<file path="config.mk">
export PLATFORM = sky130hd
export DESIGN_NAME = intersection_controller
export DESIGN_NICKNAME = d
export VERILOG_FILES = /design/src/rtl/traffic_pkg.sv /design/src/rtl/phase_timer.sv /design/src/rtl/intersection_controller.sv
export SDC_FILE = /design/constraint.sdc
export NUM_CORES = 1
export LEC_CHECK = 0
export BUFFER_PORTS_ARGS = -buffer_cell sky130_fd_sc_hd__buf_2
export CORE_MARGIN = 2
export CORE_UTILIZATION = 42
export DETAILED_ROUTE_END_ITERATION = 7
export SLEW_MARGIN = 20
export SYNTH_ARGS = -nofsm -noshare
export SYNTH_HDL_FRONTEND = slang
export SYNTH_SLANG_ARGS = --single-unit
export TNS_END_PERCENT = 30
</file>
<file path="constraint.sdc">
create_clock -name clk -period 1.8 [get_ports clk]
set_input_delay 0.36 -clock clk [delete_from_list [all_inputs] [get_ports clk]]
set_output_delay 0.36 -clock clk [all_outputs]
set_load 0.005 [all_outputs]
</file>
<file path="src/rtl/traffic_pkg.sv">
// Shared light codes, controller state encoding and default dwell times
// for the intersection controller.
package traffic_pkg;

  localparam logic [2:0] RED    = 3'b100;
  localparam logic [2:0] GREEN  = 3'b010;
  localparam logic [2:0] YELLOW = 3'b001;

  typedef enum logic [2:0] {
    NS_GREEN  = 3'd0,
    NS_YELLOW = 3'd1,
    ALL_RED_1 = 3'd2,
    EW_GREEN  = 3'd3,
    EW_YELLOW = 3'd4,
    ALL_RED_2 = 3'd5,
    PED_WALK  = 3'd6
  } state_t;

  localparam int DEF_CNT_W        = 8;
  localparam int DEF_GREEN_TICKS  = 8;
  localparam int DEF_YELLOW_TICKS = 3;
  localparam int DEF_ALLRED_TICKS = 2;
  localparam int DEF_WALK_TICKS   = 6;

endpackage

</file>
<file path="src/rtl/phase_timer.sv">
// Dwell timer: counts tick strobes within one phase and flags the last one.
// Saturates on the final count so a held phase keeps reporting done.
module phase_timer #(
  parameter int CNT_W = 8
) (
  input  logic             clk,
  input  logic             rst_n,
  input  logic             clear,
  input  logic             tick_en,
  input  logic [CNT_W-1:0] dwell,
  output logic             done
);

  logic [CNT_W-1:0] count;
  logic             at_end;

  assign at_end = (count == dwell - CNT_W'(1));
  assign done   = tick_en && at_end;

  always_ff @(posedge clk) begin
    if (!rst_n || clear) begin
      count <= '0;
    end else if (tick_en && !at_end) begin
      count <= count + CNT_W'(1);
    end
  end

endmodule

</file>
<file path="src/rtl/intersection_controller.sv">
// Two-head traffic light sequencer with EW car sensor and pedestrian walk phase.
// NS green is the rest state; all light outputs are a pure decode of the state.
module intersection_controller
  import traffic_pkg::*;
#(
  parameter int CNT_W        = DEF_CNT_W,
  parameter int GREEN_TICKS  = DEF_GREEN_TICKS,
  parameter int YELLOW_TICKS = DEF_YELLOW_TICKS,
  parameter int ALLRED_TICKS = DEF_ALLRED_TICKS,
  parameter int WALK_TICKS   = DEF_WALK_TICKS
) (
  input  logic       clk,
  input  logic       rst_n,
  input  logic       tick_en,
  input  logic       ped_req,
  input  logic       ew_car,
  output logic [2:0] ns_light,
  output logic [2:0] ew_light,
  output logic       walk,
  output logic       ped_pending,
  output logic [2:0] phase
);

  state_t           state;
  state_t           state_next;
  logic             next_dir;
  logic             done;
  logic             enter_walk;
  logic [CNT_W-1:0] dwell;

  assign enter_walk = (state_next == PED_WALK) && (state != PED_WALK);
  assign phase      = state;

  always_comb begin
    dwell = CNT_W'(ALLRED_TICKS);
    case (state)
      NS_GREEN, EW_GREEN:   dwell = CNT_W'(GREEN_TICKS);
      NS_YELLOW, EW_YELLOW: dwell = CNT_W'(YELLOW_TICKS);
      PED_WALK:             dwell = CNT_W'(WALK_TICKS);
      default:              dwell = CNT_W'(ALLRED_TICKS);
    endcase
  end

  phase_timer #(
    .CNT_W (CNT_W)
  ) u_timer (
    .clk     (clk),
    .rst_n   (rst_n),
    .clear   (state_next != state),
    .tick_en (tick_en),
    .dwell   (dwell),
    .done    (done)
  );

  always_ff @(posedge clk) begin
    if (!rst_n) begin
      state <= ALL_RED_2;
    end else begin
      state <= state_next;
    end
  end

  // Entering the walk clears the request even if the button is pressed on that edge.
  always_ff @(posedge clk) begin
    if (!rst_n) begin
      ped_pending <= 1'b0;
      next_dir    <= 1'b0;
    end else begin
      if (enter_walk) begin
        ped_pending <= 1'b0;
        next_dir    <= (state == ALL_RED_1);
      end else if (ped_req) begin
        ped_pending <= 1'b1;
      end
    end
  end

  always_comb begin
    state_next = state;
    ns_light   = RED;
    ew_light   = RED;
    walk       = 1'b0;
    case (state)
      NS_GREEN: begin
        ns_light = GREEN;
        if (done && (ew_car || ped_pending)) state_next = NS_YELLOW;
      end
      NS_YELLOW: begin
        ns_light = YELLOW;
        if (done) state_next = ALL_RED_1;
      end
      ALL_RED_1: begin
        if (done) state_next = ped_pending ? PED_WALK : EW_GREEN;
      end
      EW_GREEN: begin
        ew_light = GREEN;
        if (done) state_next = EW_YELLOW;
      end
      EW_YELLOW: begin
        ew_light = YELLOW;
        if (done) state_next = ALL_RED_2;
      end
      ALL_RED_2: begin
        if (done) state_next = ped_pending ? PED_WALK : NS_GREEN;
      end
      PED_WALK: begin
        walk = 1'b1;
        if (done) state_next = next_dir ? EW_GREEN : NS_GREEN;
      end
      default: begin
        state_next = ALL_RED_2;
      end
    endcase
  end

endmodule

</file>
# Yosys cells after proc, flatten, opt, wreduce, memory -nomap -nowiden
# Cells that the tools add are included.
[totals] ramBits=0 romBits=0 wordCells=44 latchBits=0 reg_bits=13 in_bits=5 output_inout_bits=11 memories=0
[op_classes] div=0 add_sub_neg=2 mux=15 bitwise_logic=1 shift=0 eq_ne=10 mul=0 n_reduce_logical=12 magnitude_cmp=0
[op_table] operator="3-bit 2-to-1 mux" n=9
[op_table] operator="3-bit one-hot mux with 7 select lines" n=1
[op_table] operator="3-bit equality test (second input constant)" n=4
[op_table] operator="3-bit one-hot mux with 2 select lines" n=2
[op_table] operator="4-bit one-hot mux with 3 select lines" n=1
[op_table] operator="8-bit by 1-bit adder with 8-bit output (second input constant)" n=1
[op_table] operator="8-bit equality test" n=1
[op_table] operator="3-bit by 2-bit equality test with 1-bit output (second input constant)" n=2
[op_table] operator="2-bit OR reduction" n=3
[op_table] operator="4-bit by 1-bit subtractor with 5-bit output (second input constant)" n=1
[op_table] operator="1-bit logical AND" n=4
[op_table] operator="3-bit by 1-bit equality test with 1-bit output (second input constant)" n=1
[op_table] operator="3-bit zero test" n=1
[op_table] operator="3-bit inequality test" n=1
[op_table] operator="3-bit inequality test (second input constant)" n=1
[op_table] operator="1-bit zero test" n=2
[op_table] operator="1-bit logical OR" n=2
[op_table] operator="2-bit 2-to-1 mux" n=1
[op_table] operator="1-bit 2-to-1 mux" n=1
[op_table] operator="1-bit NOT" n=1

# Depth between registers and ports, before layout
# Gate-level depths: netlist of the first run.
[logic_depth] word_depth=12 mapped_depth=6 ltp_nobuf=5

# By module
# Synthesis of the first run repeated with hierarchy kept, for this count alone.
[hier_totals] hier_cells=146 hier_area_um2=1137.3
[modules_own_cells] module="phase_timer" n_inst=1 seq_area_each_um2=160.2 cells_per_inst=88 area_per_inst_um2=710.7
[modules_own_cells] module="intersection_controller" n_inst=1 seq_area_each_um2=100.1 cells_per_inst=58 area_per_inst_um2=426.7

# Worst setup path before layout of the first run
# OpenSTA, ideal clock, no wires.
[synth_timing] kind="flip-flop to flip-flop" from="reg u_timer.count[6]" to="reg state[2] (netlist: phase[2])" stages_incl_launch_ff=6 slack_ns=-0.020 arrival_ns=1.724 setup_time_ns=0.096 synth_period_minus_slack_ns=1.820 cell_sequence="dfxtp_1 > or4_4 > nor2_4 > o2111ai_4 > o31a_1 > o41ai_2"
[synth_between] elab_chain_len=5 elab_cells_between_ends=11 classes_between="eq/ne (1); mux (8); reduce/logical (2)"
[synth_rtl] element="start, declared" line_no="phase_timer.sv:14" source="logic [CNT_W-1:0] count;"
[synth_rtl] element="start signal, assigned" line_no="phase_timer.sv:24" source="count <= count + CNT_W'(1);"
[synth_rtl] element="8-bit equality test *" line_no="phase_timer.sv:17" source="assign at_end = (count == dwell - CNT_W'(1));"
[synth_rtl] element="1-bit logical AND *" line_no="phase_timer.sv:18" source="assign done = tick_en && at_end;"
[synth_rtl] element="1-bit logical AND" line_no="intersection_controller.sv:86" source="if (done && (ew_car || ped_pending)) state_next = NS_YELLOW;"
[synth_rtl] element="3-bit 2-to-1 mux" line_no="intersection_controller.sv:86"
[synth_rtl] element="3-bit one-hot mux with 7 select lines *" line_no="intersection_controller.sv:83" source="case (state)"
[synth_rtl] element="end signal, assigned" line_no="intersection_controller.sv:59" source="state <= state_next;"
[synth_rtl] element="end, declared" line_no="intersection_controller.sv:24" source="state_t state;"
# Every way passes the cells marked *; elsewhere a longest branch is shown, timed or not.
# A chain may end at the register's enable or synchronous reset.

# Worst setup path after layout of the first run
[layout_timing] from="reg u_timer.count[6]" to="reg u_timer.count[6]"
[layout_between] elab_chain_len=7 elab_cells_between_ends=16 classes_between="add/sub (1); eq/ne (2); mux (8); reduce/logical (5)"
[layout_rtl] element="8-bit equality test" line_no="phase_timer.sv:17"
[layout_rtl] element="1-bit logical AND" line_no="phase_timer.sv:18"
[layout_rtl] element="1-bit logical AND" line_no="intersection_controller.sv:86"
[layout_rtl] element="3-bit 2-to-1 mux" line_no="intersection_controller.sv:86"
[layout_rtl] element="3-bit one-hot mux with 7 select lines" line_no="intersection_controller.sv:83"
[layout_rtl] element="3-bit inequality test" line_no="intersection_controller.sv:49" source=".clear (state_next != state),"
[layout_rtl] element="1-bit logical OR" line_no="phase_timer.sv:21" source="if (!rst_n || clear) begin"
# Parallel ways exist; a longest one is shown, timed or not.

==> run metrics, run 1 <==
Worst-Skew Late Latency=0.28 ns; dpl hpwl=around 1700 µm; CTS tree=built; final std cells w/o fill=about 180; Seq cells post-synth=13; ANT cells=0; failing checks=setup timing; Fin. Hold Viols=0; Pins Over Slew Limit=0; Static Leak=0.515 nW; DRT iter0 DRCs=36; cell count after synthesis=approximately 120; # setup viols final=7; f_max=roughly 550 MHz; cts bufs inserted=3; Power Total=roughly 0.0014 W; CP peak stage delay=~0.54 ns; Placed Instance Area=1140 µm²; gr ovfl total=0; first-pass GRT wire length=3970 µm; vias in the first global route=870; gp weighted congestion=0.796; Max-slew headroom=between 70% and 80%; RSZ-0062 raised after global routing=true; most frequent cells in the layout=buf_4, buf_2, dfxtp_1; placed cell count=approximately 170; row count=17; chip width=around 53 µm; cell area after layout=1260 µm²; synthesized cell area=between 900 and 1000 µm²; count of unique library cells instantiated by Yosys=42; clock period minus worst slack=1.82 ns; Via density=5.69; Starting Density=between 40 and 50%; Max Cap Violations=0; Worst-path clk slew=0.09 ns; Routed Antenna Nets=0; Max FO, Critical Path=5; Layout Nets=154; drt drc=0; port bufs=15; slowest CP cell=or4_4; largest net degree at the start of global routing=15; syn nets=approximately 120; clk sink count=13; maximum root-to-sink buffer count=2; post-layout util=a little under three fifths; Worst Setup Start Kind=register; die height=approximately 53 µm; VDD IR max=0.615 mV; crit-path cells=or4_4, nor2_4, o2111ai_4, o311ai_4, buf_4, nor2_1; Worst Skew=~0.0047 ns; cts hold-fix bufs=0; 1st-pass router iterations=4; area of the multi-input gates=about 700 µm²; most common cell after layout, fill and taps aside=buf_4; Core Area=~2200 µm²; routed len/inst=between 10 and 15 µm; Global Route Usage Sum=around a fifth; htree depth=1; # IOs=16; Clock Tree Root=clkbuf_4; Crit. End Element=register; Crit Path Class=register to register; layout cells sized above 1=between 30% and 40%; DR vias=slightly below 1000; Layout Area Growth over Synthesis=27.4%; register area share after synthesis=between 20% and 30%; initial antenna violation count=0; PnR worst setup slack=-0.0208 ns; register area=about 270 µm²; final worst-path cycle share=101%; HP Class=input pin to register; Synth Warn #=0; syn_area_per_cell=approximately 8.6 µm²; Worst-Margin Slew=about 0.43 ns; CP required=1.97 ns; fillers=212; outcome=complete, but fails checks; WL final=2520 µm; PwrDens=around 1100 nW/µm²; Worst Path Arrival=1.99 ns; die area=2770 µm²; Placement Setup Slack=-0.125 ns
[report_power, final]
group / internal [W] / total (W) / switching (W)
sequential: 0.000332 / 0.000399 / 0.0000671
combinational: 0.000382 / 0.000831 / 0.000449
clock: 0.0000858 / 0.000187 / 0.000101
[area by class of cell]
| cell class | count | area share (%) |
|---|---|---|
| Timing Repair Buffer | 34 | 17.5 |
| Multi-Input combinational cell | 91 | 55.1 |
| Sequential cell | 13 | 21.0 |
| Clock buffer | 4 | 2.08 |
| Tap cell | 28 | 2.77 |
| Inverter | 5 | 1.49 |
[registers in the layout, indices dropped and copies added (netlist names)]
name	cells
u_timer.count	8
next_dir	1
phase	3
ped_pending	1
[per-layer routing]
layer  wire [µm]  up-vias  GRT usage (%)
met5           0        -              0
met4          14        0           8.12
met3         125        2           2.57
met2        1200       33           30.0
met1        1180      463           28.3
li1            -      497              -
[stage by stage]
stage               hold WS, ns  setup TNS [ns]
finish                    0.337         -0.0692
global route              0.339           -1.35
CTS                       0.329          -0.170
global placement          0.476          -0.630
floorplan                 0.448       -0.000277
detailed placement        0.478          -0.887
[path summary, 6_finish.rpt]
| kind | start | to | slack (ns) | depth (start not counted) |
|---|---|---|---|---|
| max | u_timer.count[6]$_SDFFE_PP0P_ | u_timer.count[6]$_SDFFE_PP0P_ | -0.02 | 6 |
| min | ped_req | ped_pending$_SDFFE_PP0P_ | 0.34 | 3 |
| max reg2reg | u_timer.count[6]$_SDFFE_PP0P_ | u_timer.count[6]$_SDFFE_PP0P_ | -0.02 | 6 |
| min reg2reg | next_dir$_SDFFE_PN0P_ | next_dir$_SDFFE_PN0P_ | 0.49 | 2 |
[critical path: cells and delay by family, from the launching register on]
family | cells | cell delay [ns]
buffers and inverters | 1 | 0.17
AOI/OAI and AO/OA | 2 | 0.49
and+or+nand+nor | 3 | 0.73
DFF | 1 | 0.33
[cells by family after synthesis]
| family | count (synthesis) | share of synthesized area [%] |
|---|---|---|
| AOI/OAI and AO/OA | 24 | 21.3 |
| xor gates and xnor gates | 10 | 10.3 |
| adders and majority gates | 1 | 1.26 |
| buffers and inverters | 12 | 8.32 |
| DFF | 13 | 26.2 |
| muxes | 3 | 3.03 |
| and+or+nand+nor | 52 | 29.5 |
[repair_timing]
| item | in CTS | in global routing |
|---|---|---|
| setup endpoints to repair | 12 | 16 |
| setup buffers | 3 | 2 |
| pin swaps | 6 | 4 |
| gates cloned | 1 | 0 |
| resized for setup | 4 | 7 |
[synth_stat cells, drive strengths merged]
cell type / n / share of area, %
dfxtp: 13 / 26
nor3: 11 / 6.1
nor2: 8 / 3.8
nand2: 7 / 2.6
buf: 6 / 6.1
nand3: 6 / 3.0
xor2: 6 / 5.3
inv: 5 / 1.9
a21oi: 4 / 2.0
nand4: 4 / 2.5
o21ai: 4 / 2.0
xnor2: 4 / 5.0
and3: 3 / 1.9
mux2i: 3 / 3.0
nand2b: 3 / 1.9
or3: 3 / 2.0
a31oi: 2 / 1.3
nand3b: 2 / 1.5
o2111ai: 2 / 3.5
o211a: 2 / 2.0
o211ai: 2 / 1.5
o311ai: 2 / 3.5
o31ai: 2 / 1.5
and2: 1 / 0.63
and4: 1 / 0.88
clkbuf: 1 / 0.38
ha: 1 / 1.3
nand4b: 1 / 0.88
o21a: 1 / 0.76
o22ai: 1 / 0.63
o31a: 1 / 0.88
o41ai: 1 / 1.6
or2: 1 / 0.63
or4: 1 / 1.1
(Power assumes the default switching activity.)
==> run 2: changes to the inputs <==
--- a/config.mk
+++ b/config.mk
@@ -7,8 +7,10 @@
 export LEC_CHECK = 0
 export BUFFER_PORTS_ARGS = -buffer_cell sky130_fd_sc_hd__buf_2
 export CORE_MARGIN = 2
-export CORE_UTILIZATION = 42
+export CORE_UTILIZATION = 49
 export DETAILED_ROUTE_END_ITERATION = 7
+export PLACE_DENSITY = 0.73
+export SETUP_SLACK_MARGIN = 0.02
 export SLEW_MARGIN = 20
 export SYNTH_ARGS = -nofsm -noshare
 export SYNTH_HDL_FRONTEND = slang
==> run metrics, run 2 (synthesis gave the netlist of run 1 again) <==
outcome=complete, but fails checks (unchanged); failing checks=setup timing (unchanged); maximum root-to-sink buffer count=2 (unchanged); Pint=0.000821 W (was 0.000799 W); # IOs=16 (unchanged); # setup viols final=8 (was 7); Worst-Skew Late Latency=0.28 ns (about the same); met1 GRT Util=29.5% (was 28.3%); Via density=5.64 (was 5.69); port bufs=15 (unchanged); Worst-Margin Slew=0.395 ns (was 0.425 ns); chip width=49 µm (was 52.6 µm); Most flops, register=u_timer.count (unchanged); Clock Tree Root=clkbuf_4 (unchanged); most common cell after layout, fill and taps aside=buf_4 (unchanged); dpl hpwl=1710 µm (was 1680 µm); drt drc=0 (unchanged); clk sink count=13 (unchanged); Global Route Usage Sum=22.3% (was 19.9%); row count=16 (was 17); Seq pwr share=27.6% (was 28.1%); max FFs per register=8 (unchanged); Worst Setup Start Kind=register (unchanged); GR peak layer=met2 (unchanged); gr ovfl total=0 (unchanged); Max-slew headroom=73.7% (was 71.5%); crit-path cells=or4_4, nor2_4, o2111ai_4, o31ai_1, o311ai_0 (was or4_4, nor2_4, o2111ai_4, o311ai_4, buf_4, nor2_1); met2 Track Usage GR=38.4% (was 30.0%); Worst Path Arrival=1.96 ns (was 1.99 ns); switching share of power=43.0% (was 43.6%); vias in the first global route=900 (was 870); initial antenna violation count=0 (unchanged); die height=49 µm (was 52.6 µm); HP Class=input pin to register (unchanged); CTS tree=built (unchanged); f_max=548 MHz (was 549 MHz); CP peak stage delay=0.54 ns (about the same); final worst-path cycle share=101% (about the same); PnR worst setup slack=-0.0258 ns (was -0.0208 ns); slowest CP cell=or4_4 (unchanged); ANT cells=0 (unchanged); routed len/inst=14.0 µm (was 14.4 µm); cell area after layout=1300 µm² (was 1260 µm²); Layout Area Growth over Synthesis=30.6% (was 27.4%); Worst Skew=0.00107 ns (was 0.00468 ns); RSZ-0062 raised after global routing=true (unchanged); clock network power share=13.2% (about the same); Max Cap Violations=0 (unchanged); DRT iter0 DRCs=23 (was 36); met3 usage=3.68% (was 2.57%); clock period minus worst slack=1.83 ns (was 1.82 ns); Power Total=0.00144 W (was 0.00142 W); Layout Nets=154 (unchanged); Placed Instance Area=1160 µm² (was 1140 µm²); 1st-pass router iterations=5 (was 4); Static Leak=0.525 nW (was 0.515 nW); Crit Path Class=register to register (unchanged); PwrDens=1110 nW/µm² (was 1120 nW/µm²); cts hold-fix bufs=0 (unchanged); WL final=2440 µm (was 2520 µm); Comb pwr share=59.2% (was 58.6%); largest net degree at the start of global routing=16 (was 15); Routed Antenna Nets=0 (unchanged); gp weighted congestion=0.839 (was 0.796); DR vias=981 (was 995); CP required=1.93 ns (was 1.97 ns); cts bufs inserted=3 (unchanged); Max FO, Critical Path=8 (was 5); Crit. End Element=register (unchanged); Worst-path clk slew=0.08 ns (was 0.09 ns); switching pwr=0.000619 W (was 0.000618 W); VDD IR max=0.773 mV (was 0.615 mV); first-pass GRT wire length=4150 µm (was 3970 µm); most frequent cells in the layout=buf_4, buf_2, dfxtp_1 (unchanged); Pins Over Slew Limit=0 (unchanged); Core Area=1940 µm² (was 2230 µm²); layout cells sized above 1=42.2% (was 36.7%); final setup TNS=-0.0750 ns (was -0.0692 ns); Fin. Hold Viols=0 (unchanged); Starting Density=51.1% (was 44.4%); die area=2400 µm² (was 2770 µm²); htree depth=1 (unchanged)
run 2: through the flow:
stage                     hold WS (ns)  util (%)  worst slack, ns  std cells
after global routing             0.331      66.8          -0.0879        174
after detailed placement         0.483      59.6           -0.133        166
after CTS                        0.346      65.1          -0.0530        174
final                            0.338      66.8          -0.0258        174
after global placement           0.468      59.6          -0.0617        166
after floorplan                  0.448         -        -0.000277        115
run 2: critical path, delay by kind of cell, from the launching register on:
family / cells / cell delay [ns]
compound gates: 3 / 0.68
simple gates: 2 / 0.67
flops: 1 / 0.32
run 2: final cells by class:
type                       instances  area, µm²
clock buffer                       4       26.3
inverter                           5       18.8
tap                               27       33.8
sequential                        13        267
timing repair buffer              35        233
fill                             163        646
multi-input combinational         90        718
run 2: final timing paths:
| kind | cells after the start | slack [ns] | startpoint | endpoint |
|---|---|---|---|---|
| worst max-delay path | 5 | -0.03 | u_timer.count[4]$_SDFFE_PP0P_ | phase[0]$_SDFF_PN1_ |
| worst min-delay path | 3 | 0.34 | ped_req | ped_pending$_SDFFE_PP0P_ |
| worst max register to register | 5 | -0.03 | u_timer.count[4]$_SDFFE_PP0P_ | phase[0]$_SDFF_PN1_ |
| worst min register to register | 2 | 0.50 | next_dir$_SDFFE_PN0P_ | next_dir$_SDFFE_PN0P_ |
run 2: timing repair:
action | CTS | global route
setup buffers | 4 | 0
endpoints found under the setup margin | 11 | 18
pin swaps | 9 | 6
gates resized for setup | 11 | 10
run 2: power groups by stage:
stage | Sequential, W | Combinational (W) | Clock (W)
final | 0.000397 | 0.000853 | 0.000191
after global routing | 0.000405 | 0.000931 | 0.000207
after CTS | 0.000388 | 0.000823 | 0.000187
after detailed placement | 0.000392 | 0.000754 | 0
after global placement | 0.000389 | 0.000730 | 0
after floorplan | 0.000387 | 0.000529 | 0
run 2: metal layers:
metal,wire (µm),vias to the layer above
li1,-,488
met1,1120,475
met2,1240,16
met3,66,2
met4,10,0
met5,0,-
==> run 3: changes to the inputs <==
--- a/config.mk
+++ b/config.mk
@@ -5,11 +5,12 @@
 export SDC_FILE = /design/constraint.sdc
 export NUM_CORES = 1
 export LEC_CHECK = 0
+export ABC_AREA = 1
 export BUFFER_PORTS_ARGS = -buffer_cell sky130_fd_sc_hd__buf_2
 export CORE_MARGIN = 2
-export CORE_UTILIZATION = 49
+export CORE_UTILIZATION = 50
 export DETAILED_ROUTE_END_ITERATION = 7
-export PLACE_DENSITY = 0.73
+export PLACE_DENSITY = 0.74
 export SETUP_SLACK_MARGIN = 0.02
 export SLEW_MARGIN = 20
 export SYNTH_ARGS = -nofsm -noshare
==> run metrics, run 3 <==
Power Total=0.00295 W (was 0.00144 W); clock period minus worst slack=2.00 ns (was 1.83 ns); Clock Tree Root=clkbuf_4 (unchanged); slowest CP cell=dfxtp_4 (was or4_4); delay-heaviest family, CP=simple AND/OR/NAND/NOR gates (was compound AO/OA/AOI/OAI gates); synth cell count leaders=nand2_1, inv_1, nor2_1 (was dfxtp_1, nor3_1, nand2_1, nor2_1); # IOs=16 (unchanged); async set-reset flop share out of synthesis=0% (unchanged); Seq pwr share=16.9% (was 27.6%); register area share after synthesis=24.3% (was 26.2%); ANT cells=0 (unchanged); Most used DFF post-synth=dfxtp_1 (unchanged); Post-Route M1 WL=1380 µm (was 1120 µm); highest metal used=met4 (unchanged); Max-slew headroom=82.7% (was 73.7%); Max FO, Critical Path=8 (unchanged); largest family of logic cells by synthesized area=simple AND/OR/NAND/NOR gates (unchanged); Starting Density=54.0% (was 51.1%); die height=50.3 µm (was 49 µm); 1st-pass router iterations=4 (was 5); DRT iter0 DRCs=40 (was 23); PnR worst setup slack=-0.195 ns (was -0.0258 ns); Worst-Skew Late Latency=0.27 ns (was 0.28 ns); cts bufs inserted=3 (unchanged); most frequent cells in the layout=nand2_1, inv_1, buf_4 (was buf_4, buf_2, dfxtp_1); met3 wire len=212 µm (was 66 µm); dpl hpwl=2120 µm (was 1710 µm); Pins Over Slew Limit=0 (unchanged); routed len/inst=13.0 µm (was 14.0 µm); Comb pwr share=77.2% (was 59.2%); WL final=3170 µm (was 2440 µm); placed cell count=232 (was 166); synthesized cell area=1070 µm² (was 992 µm²); gp weighted congestion=0.965 (was 0.839); DR vias=1262 (was 981); count of unique library cells instantiated by Yosys=26 (was 42); Via density=5.17 (was 5.64); most common cell in the netlist=nand2_1 (was dfxtp_1); worst r2r src=phase[0]$_SDFF_PN1_ (was u_timer.count[4]$_SDFFE_PP0P_); Seq cells post-synth=13 (unchanged); outcome=complete, but fails checks (unchanged); final worst-path cycle share=111% (was 101%); Crit. End Element=register (unchanged); Most flops, register=u_timer.count (unchanged); xor/xnor share of the synthesized area=5.72% (was 10.3%); worst hold stages=2 (was 3); Worst Setup Start Kind=register (unchanged); adder-cell share of the synthesized area=1.17% (was 1.26%); syn_area_per_cell=6.34 µm² (was 8.63 µm²); # setup viols final=13 (was 8); largest net degree at the start of global routing=9 (was 16); Worst Path Arrival=2.19 ns (was 1.96 ns); layout cells sized above 1=45.6% (was 42.2%); syn nets=175 (was 121); cell count after synthesis=169 (was 115); met2 wire len=1520 µm (was 1240 µm); cell area after layout=1560 µm² (was 1300 µm²); simple-gate area share of the yosys netlist=47.8% (was 29.5%); Global Route Usage Sum=25.8% (was 22.3%); fillers=132 (was 163); Routed Antenna Nets=0 (unchanged); Worst-Margin Slew=0.257 ns (was 0.395 ns); vias in the first global route=1195 (was 900); gr ovfl total=0 (unchanged); f_max=501 MHz (was 548 MHz); final std cells w/o fill=244 (was 174); PwrDens=1890 nW/µm² (was 1110 nW/µm²); RSZ-0062 raised after global routing=true (unchanged); drt drc=0 (unchanged); reg2reg end=u_timer.count[7]$_SDFFE_PP0P_ (was phase[0]$_SDFF_PN1_); Core Area=1980 µm² (was 1940 µm²); Synth Warn #=0 (unchanged); most used cell along the critical path=nand2_2; port bufs=15 (unchanged); initial antenna violation count=0 (unchanged); row count=16 (unchanged); failing checks=setup timing (unchanged); crit-path cells=inv_4, nand2_2, nand3_1, nand3_2, nand2_4, nand3_4, nand2_2, a21oi_2, inv_1, nor2_2, nand2_1, nand2_2, nand3_4, nor2_1 (was or4_4, nor2_4, o2111ai_4, o31ai_1, o311ai_0); clock network power share=5.9% (was 13.2%); Fin. Hold Viols=0 (unchanged); CP peak stage delay=0.45 ns (was 0.54 ns); EDFF count, synth=0 (unchanged); Crit Path Class=register to register (unchanged); CP required=2.00 ns (was 1.93 ns); first-pass GRT wire length=5060 µm (was 4150 µm); Layout Nets=224 (was 154); Worst-path clk slew=0.07 ns (was 0.08 ns); switching share of power=50.4% (was 43.0%); R2R setup slack=-0.20 ns (was -0.03 ns); CP bufs+invs=2 (was 0); post-synth top area cell=dfxtp_1 (unchanged); clk sink count=13 (unchanged); mux contribution to synthesized area=0% (was 3.03%); CTS tree=built (unchanged); Synth top area share=24.3% (was 26.2%); Compound-Gate Fraction of Synth Area=5.96% (was 21.3%); Placed Instance Area=1340 µm² (was 1160 µm²); Worst Hold Path EP=phase[2]$_SDFF_PN1_ (was ped_pending$_SDFFE_PP0P_); maximum root-to-sink buffer count=2 (unchanged); HP Class=input pin to register (unchanged); htree depth=1 (unchanged); Max Cap Violations=0 (unchanged); register area=273 µm² (was 267 µm²); Worst Skew=0.00689 ns (was 0.00107 ns); most common cell after layout, fill and taps aside=nand2_1 (was buf_4); max FFs per register=8 (unchanged); chip width=50.3 µm (was 49 µm); Static Leak=0.831 nW (was 0.525 nW); synth top area cells=dfxtp_1, nand2_1, inv_1 (was dfxtp_1, xor2_1, nor3_1); Hold Crit Start=rst_n (was ped_req); FF-to-FF path depth=14 (was 5); die area=2530 µm² (was 2400 µm²); area of the multi-input gates=778 µm² (was 718 µm²); Pint=0.00146 W (was 0.000821 W); VDD IR max=1.54 mV (was 0.773 mV); Layout Area Growth over Synthesis=45.9% (was 30.6%); switching pwr=0.00149 W (was 0.000619 W)
-- run 3: cell types whose count changed after synthesis, sizes merged, moves of 3 or more --
cell,before,now
nand2,7,45
buf,6,2
nor3,11,1
xnor2,4,1
and3,3,0
nand3,6,23
nand2b,3,0
inv,5,37
or3,3,0
nor2,8,25
mux2i,3,0
-- run 3: cell families (layout without fill, tap and decap cells) --
group	after synthesis	count (layout)
buffers and inverters	39	86
xor gates and xnor gates	7	7
adders and majority gates	1	1
DFF	13	13
and+or+nand+nor	101	102
AOI/OAI and AO/OA	8	8
-- run 3: worst register-to-register path: cells and delay by family, from the launching register on --
family | cells | cell delay (ns)
AO/OA/AOI/OAI | 1 | 0.18
buffers and inverters | 2 | 0.14
flip-flops | 1 | 0.45
AND/OR/NAND/NOR | 11 | 1.17
-- run 3: worst max path at each step --
stage	startpoint	endpoint	slack, ns	cells after the start
5_1_grt	phase[0]$_SDFF_PN1_	u_timer.count[7]$_SDFFE_PP0P_	-0.38	14
6_report	phase[0]$_SDFF_PN1_	u_timer.count[7]$_SDFFE_PP0P_	-0.20	14
3_3_place_gp	phase[0]$_SDFF_PN1_	u_timer.count[2]$_SDFFE_PP0P_	-0.21	14
3_5_place_dp	phase[0]$_SDFF_PN1_	u_timer.count[5]$_SDFFE_PP0P_	-0.30	14
4_1_cts	phase[0]$_SDFF_PN1_	u_timer.count[5]$_SDFFE_PP0P_	-0.12	15
2_1_floorplan	phase[1]$_SDFF_PN0_	u_timer.count[1]$_SDFFE_PP0P_	0.01	14
-- run 3: power by group through the flow --
stage	Clock, W	Sequential (W)	Combinational [W]
2_1_floorplan	0	0.000423	0.00119
3_3_place_gp	0	0.000455	0.00169
3_5_place_dp	0	0.000459	0.00174
4_1_cts	0.000182	0.000478	0.00204
5_1_grt	0.000191	0.000509	0.00250
6_report	0.000175	0.000498	0.00228
-- run 3: final cells by class --
cell class	instances	area share (%)
inverters	37	9.21
clock buffers	4	1.68
multi-input cells	118	49.8
flip-flops and latches	13	17.5
repair buffers	45	19.7
well taps	27	2.16
-- run 3: repair_timing --
action	4_1_cts	5_1_grt
pin swaps	8	10
resized for setup	21	19
gates cloned	1	0
hold buffers	0	0
hold endpoints to repair	0	0
endpoints found under the setup margin	13	14
setup buffers	5	2
-- run 3: layer usage --
metal | GRT usage [%] | vias up
met1 | 33.2 | 585
met3 | 2.68 | 6
met2 | 43.6 | 49
li1 | - | 622
met4 | 10.2 | 0
met5 | 0 | -
-- run 3: metrics by stage --
step	hold slack [ns]	setup WS, ns	TNS, ns	util, %
floorplan	0.429	0.0142	0	-
global placement	0.522	-0.211	-2.02	67.4
detailed placement	0.555	-0.295	-2.91	67.4
CTS	0.313	-0.117	-1.03	74.7
global route	0.316	-0.380	-4.15	78.9
finish	0.322	-0.195	-1.99	78.9
